## config.mk

```make
export PLATFORM = sky130hd
export DESIGN_NAME = xge_sync_arb
export DESIGN_NICKNAME = d
export VERILOG_FILES = /design/src/rtl/xge_sync_arb.sv
export SDC_FILE = /design/constraint.sdc
export NUM_CORES = 1
export LEC_CHECK = 0
export ABC_AREA = 0
export CAP_MARGIN = 0
export CORE_ASPECT_RATIO = 0.9
export CORE_MARGIN = 2
export CORE_UTILIZATION = 50
export DETAILED_ROUTE_END_ITERATION = 16
export DONT_BUFFER_PORTS = 1
export PLACE_DENSITY_LB_ADDON = 0.15
export SYNTH_ARGS = -nofsm -noshare
export SYNTH_HDL_FRONTEND = slang
export SYNTH_SLANG_ARGS = --single-unit
```

## constraint.sdc

```tcl
create_clock -name clk -period 3.7 [get_ports clk]
set_clock_uncertainty 0.15 [all_clocks]
set_input_delay 0.37 -clock clk [delete_from_list [all_inputs] [get_ports clk]]
set_output_delay 0.37 -clock clk [all_outputs]
set_load 0.01 [all_outputs]
```

## src/rtl/xge_sync_arb.sv

```systemverilog
// Round-robin arbiter that loads one requester word at a time into a slow
// clock-crossing channel, holding it valid for HOLD cycles then idling GAP cycles.
module xge_sync_arb #(
   parameter int             N         = 4,
   parameter int             W         = 32,
   parameter int             HOLD      = 10,
   parameter int             GAP       = 2,
   parameter logic [W-1:0]   CH_PRESET = '0
) (
   input  logic                 clk,
   input  logic                 rst_n,
   input  logic                 en,
   input  logic [N-1:0]         req,
   input  logic [N*W-1:0]       data,
   output logic [N-1:0]         gnt,
   output logic [W-1:0]         ch_data,
   output logic [$clog2(N)-1:0] ch_id,
   output logic                 ch_valid,
   output logic                 busy
);
   localparam int IW    = $clog2(N);
   localparam int MAXHG = (HOLD > GAP) ? HOLD : GAP;
   localparam int CW    = ($clog2(MAXHG) < 1) ? 1 : $clog2(MAXHG);

   typedef enum logic [1:0] {ST_IDLE, ST_HOLD, ST_GAP} state_t;

   state_t         state_q, state_d;
   logic [IW-1:0]  ptr_q, ptr_d;
   logic [CW-1:0]  cnt_q, cnt_d;
   logic [N-1:0]   gnt_q, gnt_d;
   logic [W-1:0]   ch_data_q, ch_data_d;
   logic [IW-1:0]  ch_id_q, ch_id_d;
   logic           ch_valid_q, ch_valid_d;
   logic           busy_q, busy_d;

   // Candidate gi is the requester gi places after ptr, wrapping modulo N.
   logic [IW-1:0]  cand_idx [N];
   logic [N-1:0]   cand_req;

   for (genvar gi = 0; gi < N; gi++) begin : g_cand
      logic [IW:0] sum;
      assign sum          = {1'b0, ptr_q} + (IW+1)'(gi);
      assign cand_idx[gi] = (sum >= (IW+1)'(N)) ? IW'(sum - (IW+1)'(N)) : sum[IW-1:0];
      assign cand_req[gi] = req[cand_idx[gi]];
   end

   logic           pick_any;
   logic [IW-1:0]  pick_idx;

   always_comb begin
      pick_any = 1'b0;
      pick_idx = '0;
      for (int k = N - 1; k >= 0; k--) begin
         if (cand_req[k]) begin
            pick_any = 1'b1;
            pick_idx = cand_idx[k];
         end
      end
   end

   always_comb begin
      state_d    = state_q;
      ptr_d      = ptr_q;
      cnt_d      = cnt_q;
      gnt_d      = '0;
      ch_data_d  = ch_data_q;
      ch_id_d    = ch_id_q;
      ch_valid_d = ch_valid_q;
      busy_d     = busy_q;
      case (state_q)
         ST_IDLE: begin
            if (en && pick_any) begin
               state_d    = ST_HOLD;
               gnt_d      = N'(1) << pick_idx;
               ch_data_d  = data[pick_idx*W +: W];
               ch_id_d    = pick_idx;
               ch_valid_d = 1'b1;
               busy_d     = 1'b1;
               ptr_d      = (pick_idx == IW'(N - 1)) ? '0 : pick_idx + IW'(1);
               cnt_d      = CW'(HOLD - 1);
            end
         end
         ST_HOLD: begin
            if (cnt_q == '0) begin
               ch_valid_d = 1'b0;
               cnt_d      = CW'(GAP - 1);
               state_d    = ST_GAP;
            end else begin
               cnt_d = cnt_q - CW'(1);
            end
         end
         ST_GAP: begin
            if (cnt_q == '0) begin
               state_d = ST_IDLE;
               busy_d  = 1'b0;
            end else begin
               cnt_d = cnt_q - CW'(1);
            end
         end
         default: begin
            state_d    = ST_IDLE;
            ch_valid_d = 1'b0;
            busy_d     = 1'b0;
         end
      endcase
   end

   always_ff @(posedge clk or negedge rst_n) begin
      if (!rst_n) begin
         state_q    <= ST_IDLE;
         ptr_q      <= '0;
         cnt_q      <= '0;
         gnt_q      <= '0;
         ch_data_q  <= CH_PRESET;
         ch_id_q    <= '0;
         ch_valid_q <= 1'b0;
         busy_q     <= 1'b0;
      end else begin
         state_q    <= state_d;
         ptr_q      <= ptr_d;
         cnt_q      <= cnt_d;
         gnt_q      <= gnt_d;
         ch_data_q  <= ch_data_d;
         ch_id_q    <= ch_id_d;
         ch_valid_q <= ch_valid_d;
         busy_q     <= busy_d;
      end
   end

   assign gnt      = gnt_q;
   assign ch_data  = ch_data_q;
   assign ch_id    = ch_id_q;
   assign ch_valid = ch_valid_q;
   assign busy     = busy_q;

endmodule

```

==> impl_results.md, run 1 <==
* Outcome: finished, final reports clean
* Largest net degree at the start of global routing at 49
* Vias in the first global route at roughly 2,000
* Post-CTS setup buffers at 0
* Pwr dens at 816 nW/um2
* CTS HTree Levels at 2
* Final Max Slew Viols at 0
* Leading cell types in the layout, fill and taps excluded: mux2i_1, dfrtp_1, nand2_1, o221ai_1, a21oi_1
* Post-synth top area share at about two fifths
* Final worst setup slack at 1310 ps
* Number of I/O pins at 175
* CP Capture Type: flip-flop
* Setup TNS Final at 0 ps
* DRT iter0 DRCs at 52
* Critical-path cell list: a21o_1 > a21oi_1 > o22a_4 > buf_12 > mux2i_1 > o221ai_1
* Slew headroom at around half
* Total Routed Length at around 6400 um
* Clk buf depth at 2
* Post-route DRC at 0
* CTS tree: yes
* Post-route ant nets at 0
* Required @ worst endpoint at about 3700 ps
* Most common cell after layout, fill and taps aside: mux2i_1
* Crit path kind: flip-flop to flip-flop
* Pre-CTS WS at approximately 1300 ps
* Core area at about 5600 um2
* WHS Endpoint: ch_data[5]$_DFFE_PN0P_
* Ys flop type: dfrtp_1
* Fillers at 513
* Synth Area per Inst at roughly 11 um2
* Via count at 2,084
* CTS buffer count at 5
* Measured slew at the worst slew-check pin at about 760 ps
* Grt ovf at 0
* Post_cts resized at 0
* Post-synth ARST share at 100%
* WL/cell at between 15 and 20 um
* Ant diodes at 0
* F_max at between 400 and 500 MHz
* Hpwl dp at approximately 4500 um
* First-pass GRT wire length at 9620 um
* Final hold vios at 0
* Share of cells above drive strength 1 at 7.55%
* FF+latch count, synth at 48
* Row count at 26
* Clock sinks at 48
* CTS root buf: clkbuf_8
* CP max stage cell: o22a_4
* Setup violators final at 0
* Seq/Total Area, Yosys at a little over two fifths
* Initial Util at 51.1%
* Vias/cell at about 6.2
* Clock transition at path regs at ~90 ps
* Clk_lat worst skew at around 300 ps
* Die Ht at about 76 um
* Critical Path AT at roughly 2400 ps
* Layout area overhead at 4.46%
* CTS Hold Bufs at 2
* Crit Path Max Fanout at 36
* Die X at 83.7 um
* Syn Inst Count at 271
* R2r worst-path depth at 6
* Startpoint types: flip-flop
* Global-route usage over all layers at roughly a fifth
* Final min period at 2390 ps
* Area contributors post-synth: dfrtp_1, mux2i_1, o221ai_1, nand2_1, ha_1
* CP bufs+invs at 1
* Max-cap violations at 0
* Post-Syn Nets at about 410
* Top Family by Delay on Critical Path: compound AO/OA/AOI/OAI gates
* Final critical-path share of the clock period at between 60% and 70%
* Largest stage delay on the critical path at around 560 ps
* Worst R2R Setup Slack at 1310 ps
* Initial antenna violation count at 0
* Post-synth EDFFs at 0
* First-pass iteration count of the detailed router at 4
* Syn. warnings at 0
* Worst r2r src: ptr_q[1]$_DFFE_PN0P_
* Max VDD drop at between 0.0004 and 0.0005 V
* Netlist cell types at 34
* Final GP Congestion at roughly 0.81
* Min-delay worst type: input pin to flip-flop
* Unrepaired setup endpoints after global routing: false
* RR Endpoint: ch_data[9]$_DFFE_PN0P_
* Lkg Pwr at between 1 and 1.5 nW
* Hold Crit Start: data[37]
* Nets at 406
* Post-Synthesis Cell Area at ~2900 um2
* Port Buffers at 0
* DIE AREA at 6340 um2
* Hold path cells at 2
* Cell taking the most area after synthesis: dfrtp_1
[worst reg2reg max path: stages, from the launching register on]
cell	delay, ps
dfrtp_1	450
a21o_1	180
a21oi_1	180
o22a_4	560
buf_12	320
mux2i_1	260
o221ai_1	140
[registers in the layout (all words and copies together) (netlist names)]
name / flops
busy: 1
ch_data: 32
ch_id: 2
ch_valid: 1
cnt_q: 4
gnt: 4
ptr_q: 2
state_q: 2
[stage by stage]
step                      hold WS [ps]  cell area [um2]  util, %  std cells  power [W]
after floorplan                  -75.6             2860        -        271    0.00191
final                              147             2990     53.4        335    0.00244
after CTS                          138             2990     53.4        335    0.00247
after global routing               140             2990     53.4        335    0.00263
after detailed placement         -74.0             2840     50.7        325    0.00207
after global placement           -74.2             2840     50.7        325    0.00205
[layer usage]
metal | GRT usage [%] | share of wire, % | up-vias
met2 | 33.8 | 50 | 109
met5 | 0 | 0 | -
met3 | 4.88 | 8.1 | 5
li1 | - | - | 987
met4 | 6.81 | 0.98 | 0
met1 | 23.3 | 41 | 983
[report_power, final]
part           internal, W  total (W)  switching (W)
sequential        0.000766    0.00104       0.000276
clock             0.000200   0.000379       0.000179
combinational     0.000448    0.00102       0.000570
[cells in the mapped netlist (3+ instances only)]
| cell | instances |
|---|---|
| a21oi_1 | 12 |
| buf_2 | 9 |
| buf_4 | 4 |
| dfrtp_1 | 48 |
| ha_1 | 7 |
| inv_1 | 9 |
| mux2i_1 | 64 |
| nand2_1 | 44 |
| nand2_2 | 3 |
| nand2b_1 | 4 |
| nor2_1 | 5 |
| o221ai_1 | 32 |
[how the worst max path moves through the flow]
stage / slack (ps) / start / to / depth (start not counted)
floorplan: 1850 / cnt_q[0]$_DFFE_PN0P_ / cnt_q[3]$_DFFE_PN0P_ / 6
global placement: 1370 / ptr_q[1]$_DFFE_PN0P_ / ch_data[9]$_DFFE_PN0P_ / 6
detailed placement: 1310 / ptr_q[1]$_DFFE_PN0P_ / ch_data[9]$_DFFE_PN0P_ / 6
CTS: 1280 / ptr_q[1]$_DFFE_PN0P_ / ch_data[9]$_DFFE_PN0P_ / 6
global route: 1150 / ptr_q[1]$_DFFE_PN0P_ / ch_data[8]$_DFFE_PN0P_ / 6
finish: 1310 / ptr_q[1]$_DFFE_PN0P_ / ch_data[9]$_DFFE_PN0P_ / 6
[cell type report]
| type | instances | area (um2) | area share [%] |
|---|---|---|---|
| multi-input cells | 195 | 1490 | 49.8 |
| flip-flops and latches | 48 | 1200 | 40.2 |
| well taps | 70 | 87.6 | 2.93 |
| clock buffers | 5 | 68.8 | 2.30 |
| repair buffers | 3 | 57.6 | 1.93 |
| clock inverters | 3 | 42.5 | 1.42 |
| inverters | 11 | 41.3 | 1.38 |
[logic make-up after synthesis]
kind of cell | Yosys count | share of synthesized area [%]
simple gates | 63 | 9.45
compound gates | 61 | 16.8
fa+ha+maj | 7 | 3.06
buf+inv | 28 | 6.26
flops | 48 | 42.0
mux | 64 | 22.4
Note: power is estimated with default switching activity, not from simulation.
==> run 2: changes to the inputs <==
==> constraint.sdc (replaced) <==
create_clock -name clk -period 2 [get_ports clk]
set_clock_uncertainty 0.15 [all_clocks]
set_input_delay 0.2 -clock clk [delete_from_list [all_inputs] [get_ports clk]]
set_output_delay 0.2 -clock clk [all_outputs]
set_load 0.01 [all_outputs]
==> run 2 against run 1 <==
Net effect:
- utilization increased by 21 points
- maximum frequency increased by 27%
- worst hold slack got worse by 150 ps
- critical path depth unchanged
- worst setup slack got worse by 1200 ps
==> impl_results.md, run 2 (synthesized netlist as in run 1, its figures left out) <==
* Outcome: finished, final reports clean
* Measured slew at the worst slew-check pin at 249 ps (-508 ps)
* Layout area overhead at 44.6%
* Post-route ant nets at 0 (unchanged)
* Critical-path cell list: a21o_1 > a21oi_1 > o22a_4 > buf_12 > mux2i_2 > o221ai_1
* Total Routed Length at 8870 um (+38%)
* Gate power share at 49.1% (+7.4 points)
* Final critical-path share of the clock period at 94.1% (+30 points)
* CTS root buf: clkbuf_8
* Startpoint types: flip-flop
* DIE AREA at 6340 um2 (unchanged)
* Crit Path Max Fanout at 22 (-39%)
* Min-delay worst type: input pin to flip-flop
* Largest stage delay on the critical path at 400 ps (-160 ps)
* Share of cells above drive strength 1 at 10.6% (+3.1 points)
* Leading cell types in the layout, fill and taps excluded: dlygate4sd3_1, mux2i_1, dfrtp_1, nand2_1, o221ai_1
* Largest net degree at the start of global routing at 49 (unchanged)
* Crit path kind: flip-flop to flip-flop
* Total power at 0.00501 W (+110%)
* Final min period at 1880 ps (-505 ps)
* WL/cell at 19.8 um (+3.8%)
* Ant diodes at 0 (unchanged)
* Fillers at 371 (-28%)
* Slew headroom at 83.2% (+34 points)
* Hpwl dp at 4880 um (+7.4%)
* Post-DP Area at 3010 um2 (+6.0%)
* Lkg Pwr at 1.88 nW (+36%)
* Internal power at 0.00291 W (+110%)
* Final GP Congestion at 0.785 (-3.5%)
* Row count at 26 (unchanged)
* First-pass GRT wire length at 13,200 um (+37%)
* Most common cell after layout, fill and taps aside: dlygate4sd3_1
* Pwr dens at 1210 nW/um2 (+48%)
* Number of I/O pins at 175 (unchanged)
* Setup TNS Final at 0 ps (unchanged)
* Clock sinks at 48 (unchanged)
* Switching share of power at 42.0% (about the same)
* Final hold vios at 0 (unchanged)
* Critical Path AT at 1910 ps (-470 ps)
* Nets at 518 (+28%)
* Die Ht at 75.8 um (unchanged)
* Clk network pwr share at 12.4% (-3.1 points)
* Grt ovf at 0 (unchanged)
* Max-cap violations at 0 (unchanged)
* Design area at 4140 um2 (+38%)
* Pre-CTS WS at 59.6 ps (-1250 ps)
* Unrepaired setup endpoints after global routing: false
* Vias/cell at 5.91 (-5.0%)
* CTS HTree Levels at 2 (unchanged)
* Post-route DRC at 0 (unchanged)
* Net Sw Power at 0.00210 W (+110%)
* CTS buffer count at 5 (unchanged)
* Clock transition at path regs at 100 ps (about the same)
* Utilization after layout at 73.9% (+21 points)
* Clk_lat worst skew at 310 ps (about the same)
* Final Max Slew Viols at 0 (unchanged)
* Vias in the first global route at 2,549 (+26%)
* CTS tree: yes
* Port Buffers at 0 (unchanged)
* CP max stage cell: dfrtp_1
* Required @ worst endpoint at 2020 ps (-1680 ps)
* Setup violators final at 0 (unchanged)
* Post-CTS setup buffers at 0 (unchanged)
* Die X at 83.7 um (unchanged)
* Via count at 2,642 (+27%)
* Clk buf depth at 2 (unchanged)
* Sequential share of power at 38.5% (-4.2 points)
* Initial antenna violation count at 0 (unchanged)
* Max VDD drop at 0.00102 V (+120%)
* Max reg flops at 32 (unchanged)
* Initial Util at 51.1% (unchanged)
* Hold path cells at 2 (unchanged)
* R2r worst-path depth at 6 (unchanged)
* F_max at 531 MHz (+27%)
* Core area at 5600 um2 (unchanged)
* Global-route usage over all layers at 26.3% (+7.1 points)
* First-pass iteration count of the detailed router at 6 (+2)
* Final worst setup slack at 118 ps (-1190 ps)
* CP Capture Type: flip-flop
* DRT iter0 DRCs at 173 (+230%)
[run 2: changes by cell type in the layout (fill, tap and decap cells not counted), moves of 2 or more]
cell,previous run,this run
dlygate4sd3_1,1,96
mux2i_1,64,62
mux2i_2,0,2
buf_4,0,12
buf_12,1,5
[run 2: power by group through the flow]
stage                     Sequential (W)  Clock (W)  Combinational [W]
after global placement           0.00193          0            0.00211
after CTS                        0.00192   0.000636            0.00233
final                            0.00193   0.000621            0.00246
after floorplan                  0.00184          0            0.00170
after global routing             0.00198   0.000679            0.00270
after detailed placement         0.00194          0            0.00218
[run 2: repair_timing]
item | CTS | global route
hold buffers | 94 | 3
setup endpoints to repair | 0 | 9
endpoints found under the hold margin | 77 | 3
resized for setup | 0 | 4
[run 2: metal layers]
metal	part of all wire, %	GRT usage [%]	vias to the layer above
li1	-	-	1211
met1	40	32.5	1247
met2	49	44.4	156
met3	7.7	7.80	28
met4	3.2	10.0	0
met5	0	0	-
[run 2: worst paths after layout]
path | startpoint | slack [ps] | endpoint
hold reg to reg | cnt_q[2]$_DFFE_PN0P_ | 390 | cnt_q[2]$_DFFE_PN0P_
hold / removal | data[71] | 1 | ch_data[7]$_DFFE_PN0P_
setup / recovery | ptr_q[1]$_DFFE_PN0P_ | 120 | ch_data[7]$_DFFE_PN0P_
setup reg to reg | ptr_q[1]$_DFFE_PN0P_ | 120 | ch_data[7]$_DFFE_PN0P_
max in group asynchronous | rst_n | 1190 | ch_data[9]$_DFFE_PN0P_
min in group asynchronous | rst_n | 290 | ptr_q[1]$_DFFE_PN0P_
[run 2: area by class of cell]
cell class	instances	area (um2)	area share, %
Timing Repair Buffer	115	1200	29.1
Multi-Input combinational cell	195	1510	36.4
Tap cell	70	87.6	2.12
Inverter	11	41.3	0.998
Clock buffer	6	82.6	2.00
Sequential cell	48	1200	29.0
Clock inverter	2	15.0	0.363
[run 2: per-stage QoR]
| step | hold WS [ps] | cells |
|---|---|---|
| after floorplan | -246 | 271 |
| after global placement | -245 | 341 |
| after detailed placement | -245 | 341 |
| after CTS | 0.116 | 443 |
| after global routing | 1.88 | 447 |
| final | 1.19 | 447 |
[run 2: critical path: cells and delay by family, from the launching register on]
kind            cells  cell delay (ps)
buf+inv             1              210
flops               1              400
mux                 1              250
compound gates      4              730
